File: src/rtl/hazard_pkg.sv
// ============================================================================
// hazard_pkg : shared FSM encoding, zero-register default and forward selects
// Rev 1.0
// ============================================================================
`default_nettype none

package hazard_pkg;

  typedef enum logic [1:0] {
    ST_RUN     = 2'd0,
    ST_LDUSE   = 2'd1,
    ST_MEMWAIT = 2'd2
  } state_t;

  localparam int ZERO_REG_DEFAULT = 31;

  localparam logic [1:0] FWD_REG = 2'b00;
  localparam logic [1:0] FWD_WB  = 2'b01;
  localparam logic [1:0] FWD_MEM = 2'b10;

  // MEM stage holds the youngest value, so it wins over WB.
  function automatic logic [1:0] fwd_sel(
    input logic       mem_we,
    input logic [4:0] mem_rd,
    input logic       wb_we,
    input logic [4:0] wb_rd,
    input logic [4:0] src,
    input logic [4:0] zero_reg
  );
    if (mem_we && (mem_rd != zero_reg) && (mem_rd == src)) begin
      return FWD_MEM;
    end else if (wb_we && (wb_rd != zero_reg) && (wb_rd == src)) begin
      return FWD_WB;
    end else begin
      return FWD_REG;
    end
  endfunction

endpackage

`default_nettype wire

File: src/rtl/forwarding_unit.sv
// ============================================================================
// forwarding_unit : combinational ALU operand source select (MEM > WB > REG)
// Rev 1.0
// ============================================================================
`default_nettype none

module forwarding_unit
  import hazard_pkg::*;
#(
  parameter int ZERO_REG = ZERO_REG_DEFAULT
) (
  input  logic       i_mem_reg_write,
  input  logic [4:0] i_mem_rd,
  input  logic       i_wb_reg_write,
  input  logic [4:0] i_wb_rd,
  input  logic [4:0] i_ex_rn1,
  input  logic [4:0] i_ex_rn2,
  output logic [1:0] o_forward_a,
  output logic [1:0] o_forward_b
);

  localparam logic [4:0] C_ZERO = 5'(ZERO_REG);

  assign o_forward_a = fwd_sel(i_mem_reg_write, i_mem_rd, i_wb_reg_write, i_wb_rd, i_ex_rn1, C_ZERO);
  assign o_forward_b = fwd_sel(i_mem_reg_write, i_mem_rd, i_wb_reg_write, i_wb_rd, i_ex_rn2, C_ZERO);

endmodule

`default_nettype wire

File: src/rtl/pipeline_hazard_ctrl.sv
// ============================================================================
// pipeline_hazard_ctrl : load-use stall, branch flush and memory-wait freeze
// control with operand forwarding. Optional macro HAZARD_PERF_CNT_EN adds
// StallCount/FlushCount performance counters.
// Rev 1.0
// ============================================================================
`default_nettype none

module pipeline_hazard_ctrl
  import hazard_pkg::*;
#(
  parameter int LOAD_STALL = 1,
  parameter int ZERO_REG   = ZERO_REG_DEFAULT
) (
  input  logic        clk,
  input  logic        reset,
  input  logic        IDValid,
  input  logic [4:0]  IDRn1,
  input  logic [4:0]  IDRn2,
  input  logic        EXMemRead,
  input  logic [4:0]  EXRd,
  input  logic [4:0]  EXRn1,
  input  logic [4:0]  EXRn2,
  input  logic        MEMRegWrite,
  input  logic [4:0]  MEMRd,
  input  logic        WBRegWrite,
  input  logic [4:0]  WBRd,
  input  logic        PCSrc,
  input  logic        DMemBusy,
  output logic        PCWrite,
  output logic        IFIDWrite,
  output logic        IDEXBubble,
  output logic        IFIDFlush,
  output logic        IDEXFlush,
  output logic        PipeFreeze,
  output logic [1:0]  ForwardA,
  output logic [1:0]  ForwardB
`ifdef HAZARD_PERF_CNT_EN
  ,
  output logic [31:0] StallCount,
  output logic [31:0] FlushCount
`endif
);

  localparam logic [4:0] C_ZERO       = 5'(ZERO_REG);
  localparam logic [1:0] C_STALL_INIT = 2'(LOAD_STALL - 1);

  state_t     r_state;
  logic [1:0] r_stall_cnt;

  state_t     w_eff_state;
  state_t     w_next_state;
  logic [1:0] w_next_cnt;
  logic       w_hazard;
  logic       w_pcwrite, w_ifidwrite, w_bubble, w_ifidflush, w_idexflush, w_freeze;

  assign w_hazard = IDValid & EXMemRead & (EXRd != C_ZERO) & ((EXRd == IDRn1) | (EXRd == IDRn2));

  // Leaving MEMWAIT applies the resumed state's rules in the same cycle.
  always_comb begin
    w_eff_state = r_state;
    if (r_state == ST_MEMWAIT) begin
      w_eff_state = (r_stall_cnt != 2'd0) ? ST_LDUSE : ST_RUN;
    end
  end

  always_comb begin
    w_pcwrite    = 1'b1;
    w_ifidwrite  = 1'b1;
    w_bubble     = 1'b0;
    w_ifidflush  = 1'b0;
    w_idexflush  = 1'b0;
    w_freeze     = 1'b0;
    w_next_state = ST_RUN;
    w_next_cnt   = r_stall_cnt;
    if (DMemBusy) begin
      w_freeze     = 1'b1;
      w_pcwrite    = 1'b0;
      w_ifidwrite  = 1'b0;
      w_next_state = ST_MEMWAIT;
    end else if (PCSrc) begin
      w_ifidflush  = 1'b1;
      w_idexflush  = 1'b1;
      w_next_cnt   = 2'd0;
    end else if (w_eff_state == ST_LDUSE) begin
      w_pcwrite    = 1'b0;
      w_ifidwrite  = 1'b0;
      w_bubble     = 1'b1;
      w_next_cnt   = r_stall_cnt - 2'd1;
      w_next_state = (r_stall_cnt == 2'd1) ? ST_RUN : ST_LDUSE;
    end else if (w_hazard) begin
      w_pcwrite    = 1'b0;
      w_ifidwrite  = 1'b0;
      w_bubble     = 1'b1;
      if (LOAD_STALL > 1) begin
        w_next_state = ST_LDUSE;
        w_next_cnt   = C_STALL_INIT;
      end else begin
        w_next_cnt   = 2'd0;
      end
    end
  end

  always_ff @(posedge clk or posedge reset) begin
    if (reset) begin
      r_state     <= ST_RUN;
      r_stall_cnt <= 2'd0;
    end else begin
      r_state     <= w_next_state;
      r_stall_cnt <= w_next_cnt;
    end
  end

  // Reset forces the idle RUN outputs without waiting for a clock edge.
  assign PCWrite    = reset | w_pcwrite;
  assign IFIDWrite  = reset | w_ifidwrite;
  assign IDEXBubble = ~reset & w_bubble;
  assign IFIDFlush  = ~reset & w_ifidflush;
  assign IDEXFlush  = ~reset & w_idexflush;
  assign PipeFreeze = ~reset & w_freeze;

  forwarding_unit #(
    .ZERO_REG (ZERO_REG)
  ) u_fwd (
    .i_mem_reg_write (MEMRegWrite),
    .i_mem_rd        (MEMRd),
    .i_wb_reg_write  (WBRegWrite),
    .i_wb_rd         (WBRd),
    .i_ex_rn1        (EXRn1),
    .i_ex_rn2        (EXRn2),
    .o_forward_a     (ForwardA),
    .o_forward_b     (ForwardB)
  );

`ifdef HAZARD_PERF_CNT_EN
  logic [31:0] r_stall_count;
  logic [31:0] r_flush_count;

  always_ff @(posedge clk or posedge reset) begin
    if (reset) begin
      r_stall_count <= 32'd0;
      r_flush_count <= 32'd0;
    end else begin
      r_stall_count <= r_stall_count + {31'd0, IDEXBubble};
      r_flush_count <= r_flush_count + {31'd0, IDEXFlush};
    end
  end

  assign StallCount = r_stall_count;
  assign FlushCount = r_flush_count;
`endif

endmodule

`default_nettype wire

File: config.mk
export PLATFORM = sky130hd
export DESIGN_NAME = pipeline_hazard_ctrl
export DESIGN_NICKNAME = d
export VERILOG_FILES = /design/src/rtl/hazard_pkg.sv /design/src/rtl/forwarding_unit.sv /design/src/rtl/pipeline_hazard_ctrl.sv
export SDC_FILE = /design/constraint.sdc
export NUM_CORES = 1
export LEC_CHECK = 0
export BUFFER_PORTS_ARGS = -buffer_cell sky130_fd_sc_hd__buf_4
export CAP_MARGIN = 5
export CORE_MARGIN = 2
export CORE_UTILIZATION = 35
export DETAILED_ROUTE_END_ITERATION = 10
export PLACE_DENSITY_LB_ADDON = 0.05
export SLEW_MARGIN = 0
export SYNTH_ARGS = -nofsm -noshare
export SYNTH_HDL_FRONTEND = slang
export SYNTH_HIERARCHICAL = 1
export SYNTH_SLANG_ARGS = --single-unit
File: constraint.sdc
create_clock -name clk -period 1.29 [get_ports clk]
set_input_delay 0.0645 -clock clk [delete_from_list [all_inputs] [get_ports clk]]
set_output_delay 0.0645 -clock clk [all_outputs]
set_load 0.01 [all_outputs]
After elaboration in Yosys (flattened, before gate mapping)
Cells that the tools add are included.

word-level totals
  logic and storage cells = 58
  output and inout bits = 10
  flip-flop bits (word level) = 4
  input port bits = 43

operators by class
  reductions and logical operators = 9
  add/sub/neg operators = 1
  equal/unequal tests = 12
  mux-type cells = 24
  bitwise operators = 10

operators with widths
  cell                                                 count
  equality test 5 bit                                  6
  2-to-1 mux 1 bit                                     17
  inequality test 5 bit, second input constant         3
  2-to-1 mux 2 bit                                     7
  AND 1 bit                                            6
  logical AND 1 bit                                    6
  equality test 2 x 1 -> 1 bit, second input constant  2
  nonzero test 3 bit                                   1
  equality test 2 bit, second input constant           1
  NOT 1 bit                                            2
  OR 1 bit                                             2
  AND reduction 2 bit                                  1
  nonzero test 2 bit                                   1
  subtractor 2 x 1 -> 2 bit, second input constant     1

Longest topological paths before layout
Gate-level depths: netlist (run 1).

  word-level depth = 8
  gate-level depth with buffers = 7
  mapped depth without buffers = 7

Modules after synthesis
The synthesis (run 1) kept the hierarchy.

by module, submodules not included
  module                seq. area each (µm²)  instances  cells an instance  area each (µm²)
  pipeline_hazard_ctrl  100.1                 1          49                 434.2
  forwarding_unit       0.0                   1          36                 260.2

Worst setup path after synthesis (run 1)
Ideal clock, no wire load.

  path type = reg-to-output
  start point = register r_stall_cnt[0]
  end point = output port PCWrite
  setup slack = -95 ps
  data required time = 1,226 ps
  data arrival time = 1,320 ps
  path buffers = 1
  stages on the path, launching flop included = 8
  cells stage by stage = dfrtp_1 inv_1 ha_1 nor3b_1 a21oi_4 nand2_1 o21ai_1 buf_4

between the ends
  cells in the longest elaborated chain, start to end = 8

ends and longest elaborated chain
  what                            RTL line                     source
  from (decl)                     pipeline_hazard_ctrl.sv:49   logic [1:0] r_stall_cnt;
  from (signal assigned)          pipeline_hazard_ctrl.sv:110  r_stall_cnt <= w_next_cnt;
  nonzero test 2 bit              pipeline_hazard_ctrl.sv:63   w_eff_state = (r_stall_cnt != 2'd0) ? ST_LDUSE : ST_RUN;
  2-to-1 mux 1 bit                pipeline_hazard_ctrl.sv:63
  2-to-1 mux 2 bit                pipeline_hazard_ctrl.sv:62   if (r_state == ST_MEMWAIT) begin
  equality test 2 x 1 -> 1 bit    pipeline_hazard_ctrl.sv:85   end else if (w_eff_state == ST_LDUSE) begin
  2-to-1 mux 1 bit (3 in series)  n/a
  OR 1 bit                        n/a
  to (decl)                       pipeline_hazard_ctrl.sv:30   output logic PCWrite,

Every way passes these cells.

Final worst setup path (run 1)
  start point = register r_stall_cnt[0]
  end point = output port IDEXBubble

between the ends
  cells in the longest elaborated chain, start to end = 8

ends and longest elaborated chain
  what                          RTL line                     source
  nonzero test 2 bit            pipeline_hazard_ctrl.sv:63
  2-to-1 mux 1 bit              pipeline_hazard_ctrl.sv:63
  2-to-1 mux 2 bit              pipeline_hazard_ctrl.sv:62
  equality test 2 x 1 -> 1 bit  pipeline_hazard_ctrl.sv:85
  2-to-1 mux 1 bit              pipeline_hazard_ctrl.sv:85
  2-to-1 mux 1 bit              pipeline_hazard_ctrl.sv:81   end else if (PCSrc) begin
  2-to-1 mux 1 bit              pipeline_hazard_ctrl.sv:76   if (DMemBusy) begin
  AND 1 bit                     pipeline_hazard_ctrl.sv:117  assign IDEXBubble = ~reset & w_bubble;
  to (decl)                     pipeline_hazard_ctrl.sv:32   output logic IDEXBubble,

Every way passes these cells.

==> summary.txt, run 1 <==
Initial Util: 0.3613
Status: finished with violations
Final #Nets: 195
Yosys reg bits: 4
GRT overflow: 0
Power Total: 1.143 mW
Die Wd: 48.54 um
IO Port Bufs: 52
Cell internal pwr: 0.7284 mW
Failing checks: negative setup slack
WS Path Type: reg2out
Most frequent cells in the layout: 61 x buf_4, 16 x xnor2_1, 14 x xor2_1
Max-slew headroom: 0.7479
Ys Warns: 6
CP required: 1.23 ns
Max incr delay on CP: 0.37 ns
CP max stage cell: dfrtp_1
Worst Skew: 0.0008274 ns
Clock root buffer: clkbuf_4
Clock transition at path regs: 0.03 ns
Syn_area_per_cell: 8.170 um^2
Routed Antenna Nets: 0
Most common cell after layout, fill and taps aside: buf_4
Syn Std Cell Area: 694.4 um^2
Clock buffer depth: 2
Total GRT Usage: 0.1748
Vias in the first global route: 801
Final hold vios: 0
CP endpoint: IDEXBubble
Routability congestion estimate: 0.7673
DR vias/cell: 4.577
CTS Buf Count: 3
Sequential standard cell area: 100.1 um^2
LEAKAGE: 0.5748 nW
Arrival @ worst endpoint: 1.55 ns
DIE HEIGHT: 48.54 um
Final setup viols: 6
Startpoint Class: flip-flop
Post-route setup slack: -0.3197 ns
WL final: 1.979 mm
First-pass iteration count of the detailed router: 3
Cell Chain, Critical Path: inv_2, ha_4, nor3b_4, a21oi_4, o21ai_2, nor4b_4, buf_4
Synth Instances: 85
DR vias: 801
IO Count: 53
Residual DRC: 0
Max-slew violation count: 0
Combinational Power Share: 0.707
Total core area: 0.001922 mm^2
Flop2flop setup slack: -0.27 ns
Most used DFF post-synth: dfrtp_1
Final period util: 1.248
Post-synth EDFFs: 0
Unique masters post-synth: 23
R2R cell count: 9
Worst skew pair latency: 0.23 ns
Clk pwr share: 0.129
First-pass GRT wire length: 3.229 mm
MaxCap Viol Count: 0
Synth async-reset ratio: 1.000
Switching fraction of total power: 0.3629
CP startpoint: r_stall_cnt[0]
Worst slack, placed: -0.1011 ns
Tmin final: 1.610 ns
H-Tree Level Count: 1
Max Clk Rate: 0.6212 GHz
Post-DP HPWL: 1.586 mm
Multi-input gate area: 616.8 um^2
Post-synthesis sequential area ratio: 0.1441
Synth-to-Final Area Change: 83.06%
Clock Sink Count: 4
Wire per inst: 11.31 um
Row count: 16
DRT iter0 DRCs: 5
Reg2reg start: r_stall_cnt[0]
Pwr per Cell Area: 899.3 mW/mm^2
Flop pwr share: 0.163
Antenna Cells: 0
NetSw: 0.4148 mW
Initial antenna violation count: 0
Min-Delay Path Class: in2reg
Reg2reg end: r_stall_cnt[0]
Non-Filler Instances: 175
Crit Path Max Fanout: 3
Fillcell total: 191
Pin count of the biggest net entering global routing: 9
Die area: 0.002356 mm^2
DP Cell Count: 164
CTS tree: done
Post-Syn Nets: 130
Worst slew pin tran: 0.3748 ns
RSZ-0062 raised after global routing: true
Critical Path End Type: output port
Share of layout cells above drive strength 1: 0.5541
VDD IR max: 0.5509 mV
state kept, by name, indices dropped and copies added, names as in the netlist:
| signal | flops |
|---|---|
| r_stall_cnt | 2 |
| r_state | 2 |
critical path, delay by kind of cell (launching register included):
kind / cells / cell delay, ns
flops: 1 / 0.37
fa+ha+maj: 1 / 0.16
compound gates: 2 / 0.14
simple gates: 2 / 0.42
buf+inv: 2 / 0.22
per-layer routing:
layer  GRT usage  routed length, um  vias up
li1            -                  -      419
met1      0.1886                772      360
met2      0.3264               1109       22
met3     0.04938                 97        0
met4     0.05714                  0        0
met5           0                  0        -
metrics by stage:
step / hold WS, ns / TNS (ns) / util / instance area [um^2]
floorplan: -0.1639 / -0.0004221 / - / 703.2
global placement: 0.009668 / -0.06245 / 0.5885 / 1131
detailed placement: 0.01307 / -0.1385 / 0.5885 / 1131
CTS: 0.006676 / -0.8797 / 0.6270 / 1205
global route: 0.03086 / -2.037 / 0.6615 / 1271
finish: 0.04967 / -1.475 / 0.6615 / 1271
what timing repair did:
action                     CTS  global route
hold endpoints to repair     4             0
setup endpoints to repair    5             6
hold buffers                 1             0
setup buffers                3             4
pin swaps                    2             2
resized for setup            5             7
cell type report:
type                            instances  share of cell area
Clock buffer                            3             0.01772
Sequential cell                         4             0.07874
Tap cell                               27             0.02657
Timing Repair Buffer                   63              0.3770
Multi-Input combinational cell         73              0.4852
Inverter                                5             0.01476
Yosys cell counts, drive strengths merged, types with 2 or more instances:
| library cell | instances | area, um^2 |
|---|---|---|
| a21oi | 4 | 31.28 |
| buf | 2 | 15.01 |
| dfrtp | 4 | 100.1 |
| ha | 2 | 25.02 |
| inv | 5 | 18.77 |
| nand2 | 6 | 22.52 |
| nand3 | 5 | 25.02 |
| nand4 | 2 | 12.51 |
| nor2 | 5 | 18.77 |
| nor3 | 2 | 20.02 |
| nor4 | 7 | 43.79 |
| o21ai | 3 | 22.52 |
| o31ai | 2 | 15.01 |
| xnor2 | 16 | 140.1 |
| xor2 | 14 | 122.6 |
logic make-up (layout without fill, tap and decap cells):
| group | after synthesis | after routing | share of synthesized area |
|---|---|---|---|
| xor gates and xnor gates | 30 | 30 | 0.3784 |
| and+or+nand+nor | 30 | 30 | 0.2595 |
| AOI/OAI and AO/OA | 11 | 11 | 0.1279 |
| buffers and inverters | 8 | 71 | 0.05405 |
| DFF | 4 | 4 | 0.1441 |
| adders and majority gates | 2 | 2 | 0.03603 |
worst min-delay path by stage:
| stage | startpoint | to | depth (start not counted) |
|---|---|---|---|
| 3_3_place_gp | reset | r_stall_cnt[1] | 2 |
| 3_5_place_dp | reset | r_stall_cnt[1] | 2 |
| 5_1_grt | DMemBusy | r_state[1] | 1 |
| 6_report | DMemBusy | r_state[1] | 1 |
| 2_1_floorplan | reset | r_stall_cnt[0] | 1 |
| 4_1_cts | DMemBusy | r_state[1] | 1 |
power by group through the flow:
stage | Sequential (mW) | Combinational, mW | Clock [mW]
6_report | 0.187 | 0.808 | 0.148
5_1_grt | 0.192 | 0.880 | 0.173
4_1_cts | 0.181 | 0.664 | 0.160
3_5_place_dp | 0.177 | 0.544 | 0
3_3_place_gp | 0.175 | 0.537 | 0
2_1_floorplan | 0.179 | 0.286 | 0
No activity file was read; power rests on OpenSTA's default activity.
==> inputs of run 2 (changes only) <==
Settings changed: BUFFER_PORTS_ARGS -buffer_cell sky130_fd_sc_hd__buf_4 to -buffer_cell sky130_fd_sc_hd__buf_2.
==> run 2 against run 1 <==
  * The run still ends with negative setup slack left
  * Maximum frequency increased by 3.1%
  * Sequential share of layout area increased by 1.0 points
  * Total power decreased by 7.4%
  * Largest power group unchanged
  * Clock power increased by 9%
  * Core utilization decreased by 7.4 points
  * Critical path depth unchanged
  * Highest routed layer is now met4
==> summary.txt, run 2 (synthesis results as in run 1) <==
Pwr per Cell Area: 937.8 mW/mm^2 (was 899.3 mW/mm^2)
Final hold vios: 0 (unchanged)
CP required: 1.23 ns (about the same)
VDD IR max: 0.4288 mV (was 0.5509 mV)
WS Path Type: reg2out (unchanged)
Routability congestion estimate: 0.8287 (was 0.7673)
Routed Antenna Nets: 0 (unchanged)
DP Cell Count: 165 (was 164)
Worst slew pin tran: 0.3869 ns (was 0.3748 ns)
Initial antenna violation count: 0 (unchanged)
Total core area: 0.001922 mm^2 (unchanged)
Status: finished with violations (unchanged)
Post-DP HPWL: 1.526 mm (was 1.586 mm)
First-pass iteration count of the detailed router: 2 (was 3)
Worst Skew: 0.007433 ns (was 0.0008274 ns)
Final period util: 1.211 (was 1.248)
Reg2reg start: r_stall_cnt[0] (unchanged)
Clock buffer depth: 2 (unchanged)
Min-Delay Path Class: in2reg (unchanged)
Share of layout cells above drive strength 1: 0.5411 (was 0.5541)
Row count: 16 (unchanged)
IO Count: 53 (unchanged)
H-Tree Level Count: 1 (unchanged)
Most common cell after layout, fill and taps aside: buf_2 (was buf_4)
Max-slew headroom: 0.7397 (was 0.7479)
CTS tree: done (unchanged)
Total GRT Usage: 0.1578 (was 0.1748)
Final core occ: 0.5872 (was 0.6615)
Cell Chain, Critical Path: inv_2, ha_4, nor3b_4, a21oi_4, o21ai_2, nor4b_4, buf_2 (was inv_2, ha_4, nor3b_4, a21oi_4, o21ai_2, nor4b_4, buf_4)
Switching fraction of total power: 0.3906 (was 0.3629)
Tmin final: 1.562 ns (was 1.610 ns)
Flop2flop setup slack: -0.19 ns (was -0.27 ns)
DRT iter0 DRCs: 4 (was 5)
Vias in the first global route: 745 (was 801)
Max Clk Rate: 0.6403 GHz (was 0.6212 GHz)
Pin count of the biggest net entering global routing: 9 (unchanged)
GRT overflow: 0 (unchanged)
Final #Nets: 193 (was 195)
Critical Path End Type: output port (unchanged)
NetSw: 0.4135 mW (was 0.4148 mW)
Worst Hold End: r_state[1] (unchanged)
Die area: 0.002356 mm^2 (unchanged)
Synth-to-Final Area Change: 62.52% (was 83.06%)
RSZ-0062 raised after global routing: true (unchanged)
DR vias/cell: 4.590 (was 4.577)
DIE HEIGHT: 48.54 um (unchanged)
MaxCap Viol Count: 0 (unchanged)
Failing checks: negative setup slack (unchanged)
Max incr delay on CP: 0.35 ns (was 0.37 ns)
Clk pwr share: 0.153 (was 0.129)
Clock transition at path regs: 0.04 ns (was 0.03 ns)
Crit Path Max Fanout: 3 (unchanged)
CP startpoint: r_stall_cnt[0] (unchanged)
R2R cell count: 9 (unchanged)
First-pass GRT wire length: 3.036 mm (was 3.229 mm)
Clock Sink Count: 4 (unchanged)
Final setup viols: 6 (unchanged)
Post-route setup slack: -0.2717 ns (was -0.3197 ns)
DR vias: 794 (was 801)
Most frequent cells in the layout: 52 x buf_2, 16 x xnor2_1, 14 x xor2_1 (was 61 x buf_4, 16 x xnor2_1, 14 x xor2_1)
Hold path depth: 1 (unchanged)
Wire per inst: 10.45 um (was 11.31 um)
Combinational Power Share: 0.676 (was 0.707)
Non-Filler Instances: 173 (was 175)
Initial Util: 0.3613 (unchanged)
CTS Buf Count: 3 (unchanged)
Flop pwr share: 0.170 (was 0.163)
HP Start: DMemBusy (unchanged)
Startpoint Class: flip-flop (unchanged)
CP max stage cell: dfrtp_1 (unchanged)
Die Wd: 48.54 um (unchanged)
IO Port Bufs: 52 (unchanged)
Worst skew pair latency: 0.25 ns (was 0.23 ns)
LEAKAGE: 0.5279 nW (was 0.5748 nW)
Biggest registers after layout: r_stall_cnt (2), r_state (2) (unchanged)
Clock root buffer: clkbuf_4 (unchanged)
WL final: 1.807 mm (was 1.979 mm)
Reg2reg end: r_stall_cnt[1] (was r_stall_cnt[0])
Residual DRC: 0 (unchanged)
Antenna Cells: 0 (unchanged)
Max-slew violation count: 0 (unchanged)
Arrival @ worst endpoint: 1.50 ns (was 1.55 ns)
Cell internal pwr: 0.6449 mW (was 0.7284 mW)
==> run 2: changes by cell type in the layout (fill, tap and decap cells not counted) <==
cell and change:
nor4_2 -1, buf_4 -54, buf_2 +52, nor4_1 +1, o31ai_4 +1, o31ai_2 -1
==> run 2: area by class of cell <==
| class | count | area (um^2) |
|---|---|---|
| inverter | 5 | 18.77 |
| tap | 27 | 33.78 |
| timing repair buffer | 61 | 334.1 |
| multi-input combinational | 73 | 619.3 |
| clock buffer | 3 | 22.52 |
| fill | 180 | 793.3 |
| sequential | 4 | 100.1 |
==> run 2: worst max path at each step <==
stage            endpoint  slack (ns)  depth (start not counted)
3_5_place_dp   IDEXBubble       -0.12                          7
2_1_floorplan  IDEXBubble     -0.0004                          6
6_report       IDEXBubble       -0.27                          7
4_1_cts        IDEXBubble       -0.29                          7
3_3_place_gp   IDEXBubble       -0.07                          7
5_1_grt        IDEXBubble       -0.36                          7
==> run 2: timing repair <==
action	4_1_cts	5_1_grt
gates resized for setup	6	6
cloned	0	0
hold buffers	1	0
buffers inserted	3	2
endpoints found under the setup margin	5	6
endpoints found under the hold margin	4	0
pin swaps	2	2
==> run 2: per-layer routing <==
layer / vias to the layer above / part of all wire / GRT usage
met4: 0 / 0.0055 / 0.02857
li1: 416 / - / -
met1: 351 / 0.41 / 0.1806
met5: - / 0 / 0
met2: 25 / 0.52 / 0.2940
met3: 2 / 0.065 / 0.04321
==> run 2: power groups by stage <==
stage	Combinational [mW]	Sequential (mW)	Clock, mW
floorplan	0.286	0.179	0
global placement	0.499	0.174	0
detailed placement	0.510	0.175	0
CTS	0.632	0.179	0.164
global route	0.796	0.183	0.173
finish	0.716	0.180	0.162
==> run 2: stage by stage <==
| stage | instance area (um^2) | hold WS [ns] | setup slack, ns | total power [mW] | setup TNS (ns) |
|---|---|---|---|---|---|
| after global placement | 1008 | 0.01235 | -0.07033 | 0.6728 | -0.07033 |
| after detailed placement | 1008 | 0.01553 | -0.1210 | 0.6847 | -0.1591 |
| final | 1129 | 0.06270 | -0.2717 | 1.058 | -1.136 |
| after floorplan | 703.2 | -0.1639 | -0.0004221 | 0.4656 | -0.0004221 |
| after global routing | 1129 | 0.06076 | -0.3564 | 1.153 | -1.677 |
| after CTS | 1085 | 0.04550 | -0.2857 | 0.9759 | -0.9907 |
==> run 2: critical path, delay by kind of cell (launching register included) <==
kind	cells	cell delay, ns
buffers and inverters	2	0.22
DFF	1	0.35
and+or+nand+nor	2	0.40
AOI/OAI and AO/OA	2	0.13
adders and majority gates	1	0.16
==> inputs of run 3 (changes only) <==
Settings changed: SKIP_CTS_REPAIR_TIMING from default to 1.
==> run 3 against run 2 <==
  * The run still ends with negative setup slack left
  * Total power shrank 8.5%
  * Sequential share of layout area increased by 0.35 points
  * Die area is the same
  * Cell area decreased by 3.8%
  * Final cell count fell by 1.2%
  * Global-route usage shrank 0.59 points
  * Combinational power fell by 13%
==> summary.txt, run 3 (synthesis results as in run 1) <==
Clock transition at path regs: 0.04 ns (about the same)
Min-Delay Path Class: in2reg (unchanged)
Clock buffer depth: 2 (unchanged)
Final setup viols: 5 (was 6)
GRT overflow: 0 (unchanged)
Startpoint Class: flip-flop (unchanged)
Routed Antenna Nets: 0 (unchanged)
H-Tree Level Count: 1 (unchanged)
Setup TNS: -0.8026 ns (was -1.136 ns)
Synth-to-Final Area Change: 56.40% (was 62.52%)
Cell area after layout: 0.001086 mm^2 (was 0.001129 mm^2)
Worst slew pin tran: 0.3872 ns (was 0.3869 ns)
RSZ-0062 raised after global routing: true (unchanged)
Final #Nets: 191 (was 193)
DRT iter0 DRCs: 6 (was 4)
Routability congestion estimate: 0.8287 (unchanged)
CTS tree: done (unchanged)
CTS Buf Count: 3 (unchanged)
Final core occ: 0.5651 (was 0.5872)
Row count: 16 (unchanged)
Crit Path Max Fanout: 5 (was 3)
Final period util: 1.227 (was 1.211)
Max-slew violation count: 0 (unchanged)
Most common cell after layout, fill and taps aside: buf_2 (unchanged)
DR vias/cell: 4.608 (was 4.590)
Failing checks: negative setup slack (unchanged)
Share of layout cells above drive strength 1: 0.5208 (was 0.5411)
Power Total: 0.9687 mW (was 1.058 mW)
Most frequent cells in the layout: 52 x buf_2, 16 x xnor2_1, 14 x xor2_1 (unchanged)
Die Wd: 48.54 um (unchanged)
CP required: 1.23 ns (about the same)
Hold Slack: 0.04527 ns (was 0.06270 ns)
Tmin final: 1.583 ns (was 1.562 ns)
DR vias: 788 (was 794)
Post-placement cell area: 0.001008 mm^2 (unchanged)
Antenna Cells: 0 (unchanged)
First-pass iteration count of the detailed router: 2 (unchanged)
Total core area: 0.001922 mm^2 (unchanged)
Worst Skew: 0.007254 ns (was 0.007433 ns)
LEAKAGE: 0.5144 nW (was 0.5279 nW)
Biggest registers after layout: r_stall_cnt (2), r_state (2) (unchanged)
DIE HEIGHT: 48.54 um (unchanged)
IO Port Bufs: 52 (unchanged)
IO Count: 53 (unchanged)
Post-DP HPWL: 1.526 mm (unchanged)
Max-slew headroom: 0.7395 (was 0.7397)
Initial antenna violation count: 0 (unchanged)
Post-route setup slack: -0.2926 ns (was -0.2717 ns)
Final hold vios: 0 (unchanged)
VDD IR max: 0.4178 mV (was 0.4288 mV)
Total GRT Usage: 0.1519 (was 0.1578)
Pin count of the biggest net entering global routing: 9 (unchanged)
Clock root buffer: clkbuf_4 (unchanged)
Die area: 0.002356 mm^2 (unchanged)
Residual DRC: 0 (unchanged)
MaxCap Viol Count: 0 (unchanged)
Critical Path End Type: output port (unchanged)
First-pass GRT wire length: 2.918 mm (was 3.036 mm)
WS Path Type: reg2out (unchanged)
Initial Util: 0.3613 (unchanged)
Vias in the first global route: 739 (was 745)
Clock Sink Count: 4 (unchanged)
Wire per inst: 10.54 um (was 10.45 um)
Worst skew pair latency: 0.25 ns (about the same)
Pwr per Cell Area: 892.0 mW/mm^2 (was 937.8 mW/mm^2)
Arrival @ worst endpoint: 1.52 ns (was 1.50 ns)
WL final: 1.803 mm (was 1.807 mm)
Max Clk Rate: 0.6319 GHz (was 0.6403 GHz)
Status: finished with violations (unchanged)
[run 3: metal layers]
layer | track usage | vias to the layer above | wire length, um
met5 | 0 | - | 0
met4 | 0.02857 | 0 | 14
met2 | 0.2894 | 25 | 938
met1 | 0.1673 | 350 | 737
li1 | - | 411 | -
met3 | 0.04321 | 2 | 112
[run 3: layout make-up]
cell class | instances | area, um^2
fill | 193 | 835.8
multi-input combinational | 73 | 595.6
timing repair buffer | 59 | 315.3
sequential | 4 | 100.1
tap | 27 | 33.78
clock buffer | 3 | 22.52
inverter | 5 | 18.77
[run 3: critical path, stage by stage, from the launching register on]
cell	delay, ns
dfrtp_1	0.35
inv_2	0.06
ha_4	0.16
nor3b_4	0.22
a21oi_4	0.07
o21ai_2	0.07
nor4b_4	0.19
buf_2	0.16
[run 3: worst paths after layout]
kind                                start              to  slack (ns)  depth (start not counted)
setup / recovery           r_stall_cnt[0]      IDEXBubble       -0.29                          7
hold / removal                   DMemBusy      r_state[1]        0.05                          1
setup reg to reg           r_stall_cnt[1]  r_stall_cnt[0]       -0.12                          8
hold reg to reg            r_stall_cnt[1]  r_stall_cnt[1]        0.52                          2
max in group asynchronous           reset  r_stall_cnt[1]        0.76                          3
min in group asynchronous           reset      r_state[1]        0.34                          3
[run 3: stage by stage]
| stage | setup slack, ns | std cells |
|---|---|---|
| 2_1_floorplan | -0.0004221 | 85 |
| 3_3_place_gp | -0.07033 | 165 |
| 3_5_place_dp | -0.1210 | 165 |
| 4_1_cts | -0.3694 | 168 |
| 5_1_grt | -0.3838 | 171 |
| 6_report | -0.2926 | 171 |
[run 3: report_power, final]
part           leakage (nW)  internal (mW)  switching [mW]
clock network        0.0138          0.105          0.0601
registers            0.0517          0.158          0.0216
logic                 0.449          0.333           0.292
total                 0.514          0.595           0.373
